## config.mk

```make
export PLATFORM = sky130hd
export DESIGN_NAME = bist_march_ctrl
export DESIGN_NICKNAME = d
export VERILOG_FILES = /design/src/rtl/bist_march_ctrl.sv
export SDC_FILE = /design/constraint.sdc
export NUM_CORES = 1
export LEC_CHECK = 0
export ABC_AREA = 1
export CORE_MARGIN = 2
export CORE_UTILIZATION = 50
export CTS_CLUSTER_DIAMETER = 120
export CTS_CLUSTER_SIZE = 40
export DETAILED_ROUTE_END_ITERATION = 6
export PLACE_DENSITY = 0.85
export SYNTH_ARGS = -nofsm -noshare
export SYNTH_HDL_FRONTEND = slang
export SYNTH_SLANG_ARGS = --single-unit
```

## constraint.sdc

```tcl
create_clock -name clk -period 3.8 [get_ports clk]
set_clock_uncertainty 0.1 [all_clocks]
set_input_delay 0.95 -clock clk [delete_from_list [all_inputs] [get_ports clk]]
set_output_delay 0.95 -clock clk [all_outputs]
set_load 0.1 [all_outputs]
```

## src/rtl/bist_march_ctrl.sv

```systemverilog
// March-style RAM BIST sequencer: write every address with the generator word, read back and compare.
// Optional BIST_ABORT_ON_FAIL_EN: stop at the first mismatch and flush the generator back to pattern 0.
module bist_march_ctrl #(
    parameter int unsigned Word_size    = 3,
    parameter int unsigned Addr_size    = 4,
    parameter int unsigned Num_patterns = 4
) (
    input  logic                              clk,
    input  logic                              reset,
    input  logic                              start,
    input  logic [Word_size-1:0]              word,
    output logic                              gen_next,
    output logic [Addr_size-1:0]              ram_addr,
    output logic [Word_size-1:0]              ram_din,
    output logic                              ram_we,
    output logic                              ram_re,
    input  logic [Word_size-1:0]              ram_dout,
    output logic                              busy,
    output logic                              done,
    output logic                              fail,
    output logic [Addr_size-1:0]              fail_addr,
    output logic [$clog2(Num_patterns)-1:0]   fail_pat
);

    localparam int unsigned PW = $clog2(Num_patterns);

    localparam logic [2:0] IDLE  = 3'd0;
    localparam logic [2:0] WRITE = 3'd1;
    localparam logic [2:0] READ  = 3'd2;
    localparam logic [2:0] CMP   = 3'd3;
    localparam logic [2:0] NEXT  = 3'd4;
    localparam logic [2:0] DONE  = 3'd5;
`ifdef BIST_ABORT_ON_FAIL_EN
    localparam logic [2:0] FLUSH = 3'd6;
`endif

    localparam logic [Addr_size-1:0] ADDR_MAX = '1;
    localparam logic [PW-1:0]        PAT_MAX  = PW'(Num_patterns - 1);

    logic [2:0]           state;
    logic [Addr_size-1:0] addr;
    logic [PW-1:0]        pat;
    logic [PW-1:0]        pat_inc;
    logic                 addr_last;
    logic                 mismatch;

    always_comb begin
        addr_last = (addr == ADDR_MAX);
        pat_inc   = (pat == PAT_MAX) ? '0 : pat + 1'b1;
        mismatch  = (ram_dout != word);
    end

    always_comb begin
        ram_addr = addr;
        ram_din  = word;
        ram_we   = (state == WRITE);
        ram_re   = (state == READ);
        done     = (state == DONE);
        busy     = (state != IDLE) && (state != DONE);
    end

    // gen_next is set on the edge entering NEXT/FLUSH so it is a clean registered pulse
    always_ff @(posedge clk or posedge reset) begin
        if (reset) begin
            state     <= IDLE;
            addr      <= '0;
            pat       <= '0;
            gen_next  <= 1'b0;
            fail      <= 1'b0;
            fail_addr <= '0;
            fail_pat  <= '0;
        end else begin
            gen_next <= 1'b0;
            case (state)
                IDLE, DONE: begin
                    if (start) begin
                        fail      <= 1'b0;
                        fail_addr <= '0;
                        fail_pat  <= '0;
                        addr      <= '0;
                        pat       <= '0;
                        state     <= WRITE;
                    end
                end
                WRITE: begin
                    if (addr_last) begin
                        addr  <= '0;
                        state <= READ;
                    end else begin
                        addr <= addr + 1'b1;
                    end
                end
                READ: state <= CMP;
                CMP: begin
                    if (mismatch && !fail) begin
                        fail      <= 1'b1;
                        fail_addr <= addr;
                        fail_pat  <= pat;
                    end
`ifdef BIST_ABORT_ON_FAIL_EN
                    if (mismatch) begin
                        addr     <= '0;
                        pat      <= pat_inc;
                        gen_next <= 1'b1;
                        state    <= FLUSH;
                    end else
`endif
                    if (addr_last) begin
                        addr     <= '0;
                        gen_next <= 1'b1;
                        state    <= NEXT;
                    end else begin
                        addr  <= addr + 1'b1;
                        state <= READ;
                    end
                end
                NEXT: begin
                    pat   <= pat_inc;
                    state <= (pat == PAT_MAX) ? DONE : WRITE;
                end
`ifdef BIST_ABORT_ON_FAIL_EN
                // pat already counts the pulse currently on gen_next; leave once it has wrapped
                FLUSH: begin
                    if (gen_next) begin
                        if (pat == '0)
                            state <= DONE;
                    end else begin
                        gen_next <= 1'b1;
                        pat      <= pat_inc;
                    end
                end
`endif
                default: state <= IDLE;
            endcase
        end
    end

endmodule

```

Word level (Yosys, flattened, before mapping). Cells that the tools add are included.

Register bits: 17. Bits of input ports: 9. Output and inout port bits: 19. Word-level logic and storage cells: 55.

Add/sub/neg operators: 2. Equal/unequal tests: 12. Muxes and demuxes: 20. Reduce and logical (&&, ||, !) cells: 14.

Operators by type and width (count): one-hot mux 4 bit (2 select lines) (2); one-hot mux 3 bit (5 select lines) (1); two-way mux 3 bit (4); two-way mux 4 bit (3); one-hot mux 2 bit (2 select lines) (2); equality test 3 x 2 -> 1 bit (second input constant) (2); equality test 3 bit (second input constant) (2); two-way mux 2 bit (3); AND reduction 2 bit (3); nonzero test 2 bit (3); adder 4 x 1 -> 4 bit (second input constant) (1); equality test 4 bit (second input constant) (1); two-way mux 1 bit (4); != test 2 bit (second input constant) (2); OR reduction 2 bit (2); equality test 3 x 1 -> 1 bit (second input constant) (1); logical NOT 3 bit (1); != test 3 bit (1); != test 3 bit (second input constant) (1); AND reduction 3 bit (1); nonzero test 3 bit (1); adder 2 x 1 -> 2 bit (second input constant) (1); equality test 2 bit (second input constant) (1); logical AND 1 bit (2); 3 further kinds (3).

Longest topological paths before layout. Gate-level depths: netlist of run 1.

Word-level depth: 4. Mapped depth: 8. Depth with buffers taken out: 8.

Worst setup path after synthesis of run 1. OpenSTA, ideal clock, no wires.

Path type: register -> output. Start point: reg state[2]. End point: out ram_re. Arrival: 2593 ps. Required time: 2750 ps. Setup slack: 157 ps. Stages on the path, launching flop included: 2. Buffers on the path: 0. Cell sequence: dfrtp_1 nor3_1.

Cells in the longest elaborated chain, start to end: 1.

RTL lines: start: declaration (RTL line 40) `logic [2:0] state;`; start signal: assignment (RTL line 119) `state <= (pat == PAT_MAX) ? DONE : WRITE;`; equality test 3 x 2 -> 1 bit (RTL line 57) `ram_re = (state == READ);`; end: declaration (RTL line 16) `output logic ram_re,`.

Every way passes these cells.

Worst setup path in the final report of run 1.
Start point: reg addr[3], in the netlist ram_addr[3]. End point: out ram_addr[3].

RTL lines: start: declaration (RTL line 41) `logic [Addr_size-1:0] addr;`; start signal: assignment (RTL line 90) `addr <= addr + 1'b1;`; start signal: assignment (RTL line 113) `addr <= addr + 1'b1;`; end: declaration (RTL line 13) `output logic [Addr_size-1:0] ram_addr,`.

No word-level cell between the ends.

==> flow_metrics.tcl, run 1 <==
set metrics [dict create \
    synthFlopType "dfrtp_1" \
    met3_wirelength_um 114 \
    grt_pass1_wl_um 3330 \
    status "complete, no violations" \
    dr.pass1.iters 4 \
    ios 28 \
    post_dp_cell_area_um2 1230 \
    cts-buffers-inserted 3 \
    wl_met2_um 962 \
    syn_avg_cell_area_um2 7.87 \
    clk_pin_slew_worst_paths_ns 0.10 \
    tns_ns 0 \
    nFillCells 174 \
    crit_slowest_cell "clkdlybuf4s50_1" \
    min_period_ns 2.85 \
    clockBufferDepth 2 \
    ys_top_cells_by_area "dfrtp_1 43%, nand2_1 12%, inv_1 7.2%, nand2_4 5.7%, o21ai_2 5.3%" \
    start_util_pct 51.6 \
    maxCapViolCount 0 \
    cts_hold_buf 0 \
    drive_gt1_share_pct 20.3 \
    dpl.hpwl_um 1540 \
    slew_headroom_pct 35.0 \
    final_max_slew_viol_count 0 \
    first_global_vias 818 \
    crit_required_ns 2.75 \
    path_buf_inv 1 \
    antenna_found_initial 0 \
    highest_layer "met4" \
    place_ws_ns 0.989 \
    path_cells "clkdlybuf4s50_1" \
    post-route-util_pct 65.6 \
    seq_area_frac_synth_pct 42.9 \
    hold_violations 0 \
    die_y_um 48.5 \
    arrival_ns 1.80 \
    grt_usage_pct 17.5 \
    synth_cells 126 \
    globalplace.congestion 0.746 \
    syn_area_um2 992 \
    seq_area_um2 425 \
    crit_family "buffers and inverters" \
    met1Wirelength_um 861 \
    clk_latency_ns 0.28 \
    cpPeakStageDelay_ns 1.14 \
    synth_top_area_cell "dfrtp_1" \
    max_freq_mhz 351 \
    syn-num-nets 137 \
    synth.distinct_cells 20 \
    ys_ff_latch 17 \
    synth_top_area_share_pct 42.9 \
    nNetsFinal 165 \
    path_class "flip-flop to primary output" \
    grt_max_degree 18 \
    fin_ws_ns 0.951 \
    cp-end-kind "primary output" \
    drc 0 \
    critical_path.startpoint_type "flip-flop" \
    wire_per_inst_um 10.8 \
    numPortBuffers 27 \
    rsz0062_at_grt "no" \
    cts_setup_buffers 0 \
    multi_input_area_um2 454 \
    worstMarginPinSlew_ns 0.973 \
    cts_tree "yes" \
    synth-edff-count 0 \
    die_x_um 48.5 \
    synth_warnings 0 \
    setup_viol 0 \
    ctsResizeCount 0 \
    dieArea_um2 2360 \
    cts_root_buf "clkbuf_4" \
    area_growth_pct 27.1 \
    drt-total-wl_um 1950 \
    viasPerCell 4.76 \
    drtIter0Drc 10 \
    core-area_um2 1920 \
    fp-row-count 16 \
    hp-class "flip-flop to flip-flop" \
    path_max_fanout 3 \
    diodes 0 \
    grt-ovfl-total 0 \
    min_period_over_period_pct 75.0 \
    h-tree-depth 1 \
    vias 857 \
    clock_sinks 17 \
    stdcell_area_um2 1260 \
    ant_nets 0 \
    synthArstFlopShare_pct 100 \
]
## placed cells by master, fill, tap and decap left out
master           instances
ha_1                     2
dfrtp_1                 17
inv_1                   19
buf_4                   11
nor2_4                   2
nand4_1                  1
nand2_4                  5
nor3_1                   2
nand2_2                  1
o21ai_1                  2
o21ai_0                  2
o21ai_2                  6
nor2_1                  13
clkbuf_4                 3
a21oi_1                  3
nand3_2                  1
inv_2                    2
o211ai_1                 1
nand3_1                 10
clkdlybuf4s50_1         16
nand2_1                 33
clkbuf_1                 1
## routing by layer
| layer | track usage, % | vias to the layer above |
|---|---|---|
| met3 | 4.01 | 2 |
| met2 | 32.6 | 19 |
| met4 | 4.29 | 0 |
| li1 | - | 440 |
| met1 | 20.3 | 396 |
| met5 | 0 | - |
## registers in the layout, indices dropped and copies added (netlist names)
| signal | count |
|---|---|
| fail_addr | 4 |
| ram_addr | 4 |
| fail_pat | 2 |
| pat | 2 |
| state | 3 |
| gen_next | 1 |
| fail | 1 |
## cell usage after synthesis, types with 2 or more instances
master and count:
a21oi_1 3, buf_4 3, nand2_1 33, nor2_4 2
o21ai_1 2, ha_1 2, inv_2 2, nor2_1 13
nand2_4 5, nand3_1 10, nor3_1 2, o21ai_2 6
dfrtp_1 17, o21ai_0 2, inv_1 19
## area by class of cell
type | count | area share (%)
multi-input cells | 84 | 36.0
repair buffers | 27 | 19.2
inverters | 21 | 6.25
clock buffers | 4 | 2.08
flip-flops and latches | 17 | 33.7
well taps | 27 | 2.68
## stage by stage
stage	instances	hold slack (ns)
floorplan	126	0.421
global placement	176	0.392
detailed placement	176	0.401
CTS	180	0.426
global route	180	0.448
finish	180	0.420
## cell families after synthesis
family                   after synthesis  synth area share, %
AO/OA/AOI/OAI                         14                 9.58
flip-flops                            17                 42.9
adder cells (fa/ha/maj)                2                 2.52
buffers and inverters                 25                 11.3
AND/OR/NAND/NOR                       68                 33.7
## path summary, 6_finish.rpt
kind | from | to | slack (ns) | cells past startpoint
max in group asynchronous | reset | fail_addr[0] | 2.26 | 2
max reg2reg | state[1] | fail_pat[1] | 2.34 | 7
max | ram_addr[3] | ram_addr[3] | 0.95 | 1
min reg2reg | fail_addr[2] | fail_addr[2] | 0.42 | 2
min in group asynchronous | reset | fail_addr[2] | 0.94 | 2
min | fail_addr[2] | fail_addr[2] | 0.42 | 2
Power of run 1 is not shown: default switching activity piles up to over one toggle a cycle in this logic, so the estimate is an artifact.
==> run 2: changes to the inputs <==
--- a/config.mk
+++ b/config.mk
@@ -7,11 +7,11 @@
 export LEC_CHECK = 0
 export ABC_AREA = 1
 export CORE_MARGIN = 2
-export CORE_UTILIZATION = 50
+export CORE_UTILIZATION = 42
 export CTS_CLUSTER_DIAMETER = 120
 export CTS_CLUSTER_SIZE = 40
 export DETAILED_ROUTE_END_ITERATION = 6
-export PLACE_DENSITY = 0.85
+export PLACE_DENSITY = 0.76
 export SYNTH_ARGS = -nofsm -noshare
 export SYNTH_HDL_FRONTEND = slang
 export SYNTH_SLANG_ARGS = --single-unit
==> constraint.sdc (replaced) <==
create_clock -name clk -period 2.5 [get_ports clk]
set_clock_uncertainty 0.1 [all_clocks]
set_input_delay 0.625 -clock clk [delete_from_list [all_inputs] [get_ports clk]]
set_output_delay 0.625 -clock clk [all_outputs]
set_load 0.1 [all_outputs]
==> flow_metrics.tcl, run 2 (same netlist as run 1, synthesis figures left out) <==
set metrics [dict create \
    status "complete, no violations" \
    cts_setup_buffers 0 \
    min_period_over_period_pct 89.8 \
    drive_gt1_share_pct 27.5 \
    die_y_um 52.6 \
    clk_pin_slew_worst_paths_ns 0.10 \
    max_freq_mhz 446 \
    stdcell_count 181 \
    vias 871 \
    h-tree-depth 1 \
    cts_root_buf "clkbuf_4" \
    cts_hold_buf 0 \
    viasPerCell 4.81 \
    grt_max_degree 18 \
    ctsResizeCount 0 \
    cp-end-kind "primary output" \
    reg2reg_from "state[1]" \
    worstHoldStart "fail_addr[0]" \
    grt_pass1_wl_um 3450 \
    grt-ovfl-total 0 \
    cts-buffers-inserted 3 \
    clock_sinks 17 \
    die_x_um 52.6 \
    core-area_um2 2230 \
    crit_required_ns 1.77 \
    path_class "flip-flop to primary output" \
    drt-total-wl_um 2000 \
    arrival_ns 1.52 \
    dr.pass1.iters 4 \
    worstMarginPinSlew_ns 0.647 \
    maxCapViolCount 0 \
    crit_slowest_cell "dfrtp_1" \
    grt_usage_pct 16.3 \
    hold_path_end "fail_addr[0]" \
    fp-row-count 17 \
    first_global_vias 815 \
    clk_latency_ns 0.28 \
    path_cells "inv_1, nand2_1, o21ai_2, inv_1, buf_12" \
    path_max_fanout 4 \
    nNetsFinal 165 \
    min_period_ns 2.24 \
    met3_wirelength_um 142 \
    antenna_found_initial 0 \
    mostFrequentLayoutCells "33 x nand2_1, 19 x inv_1, 17 x dfrtp_1" \
    globalplace.congestion 0.798 \
    cpPeakStageDelay_ns 0.45 \
    path_common_cell "inv_1" \
    rsz0062_at_grt "no" \
    reg2reg_slack_ns 0.98 \
    highest_layer "met3" \
    slew_headroom_pct 56.8 \
    clockBufferDepth 2 \
    wire_per_inst_um 11.0 \
    ios 28 \
    crit_family "flip-flops" \
    cts_tree "yes" \
    post-route-util_pct 60.0 \
    tns_ns 0 \
    wl_met2_um 998 \
    numPortBuffers 27 \
    ant_nets 0 \
    met1Wirelength_um 856 \
    dieArea_um2 2770 \
    drc 0 \
    seq_area_um2 425 \
    start_util_pct 44.4 \
    setup_viol 0 \
    rr_worst_depth 7 \
    hold_violations 0 \
    path_buf_inv 3 \
    hold-path-cell-count 2 \
    area_growth_pct 35.1 \
    hp-class "flip-flop to flip-flop" \
    diodes 0 \
    r2r-end "fail_pat[0]" \
    multi_input_area_um2 464 \
    critical_path.startpoint_type "flip-flop" \
    final_max_slew_viol_count 0 \
    dpl.hpwl_um 1550 \
    layout_commonest_cell "nand2_1" \
    nFillCells 212 \
    drtIter0Drc 10 \
    dp.cells 177 \
]
## run 2: layout make-up
type	instances	area share [%]
flip-flops and latches	17	31.7
repair buffers	27	23.2
well taps	28	2.61
inverters	21	5.88
clock buffers	4	1.96
multi-input cells	84	34.6
## run 2: worst max path at each step
stage,start,end,slack (ns),cells after the start
final,state[1],busy,0.26,5
after floorplan,state[2],ram_re,0.07,1
after detailed placement,word[0],ram_din[0],0.40,2
after global routing,state[1],busy,0.16,5
after CTS,state[1],busy,0.25,5
after global placement,word[1],ram_din[1],0.41,2
## run 2: metal layers
| layer | up-vias | GRT usage [%] |
|---|---|---|
| li1 | 445 | - |
| met1 | 397 | 21.3 |
| met2 | 29 | 27.1 |
| met3 | 0 | 4.00 |
| met4 | 0 | 3.85 |
| met5 | - | 0 |
## run 2: metrics by stage
stage                     setup slack, ns  instance area (um^2)  hold slack, ns
final                               0.256                  1340           0.418
after global routing                0.163                  1340           0.458
after CTS                           0.248                  1340           0.420
after detailed placement            0.397                  1310           0.396
after global placement              0.412                  1310           0.393
after floorplan                    0.0654                  1000           0.421
## run 2: worst min-delay path, stage by stage, from the launching register on
cell     delay, ns
dfrtp_1       0.36
nand3_1       0.07
nand2_1       0.06
Power of run 2 is left out for the same reason.
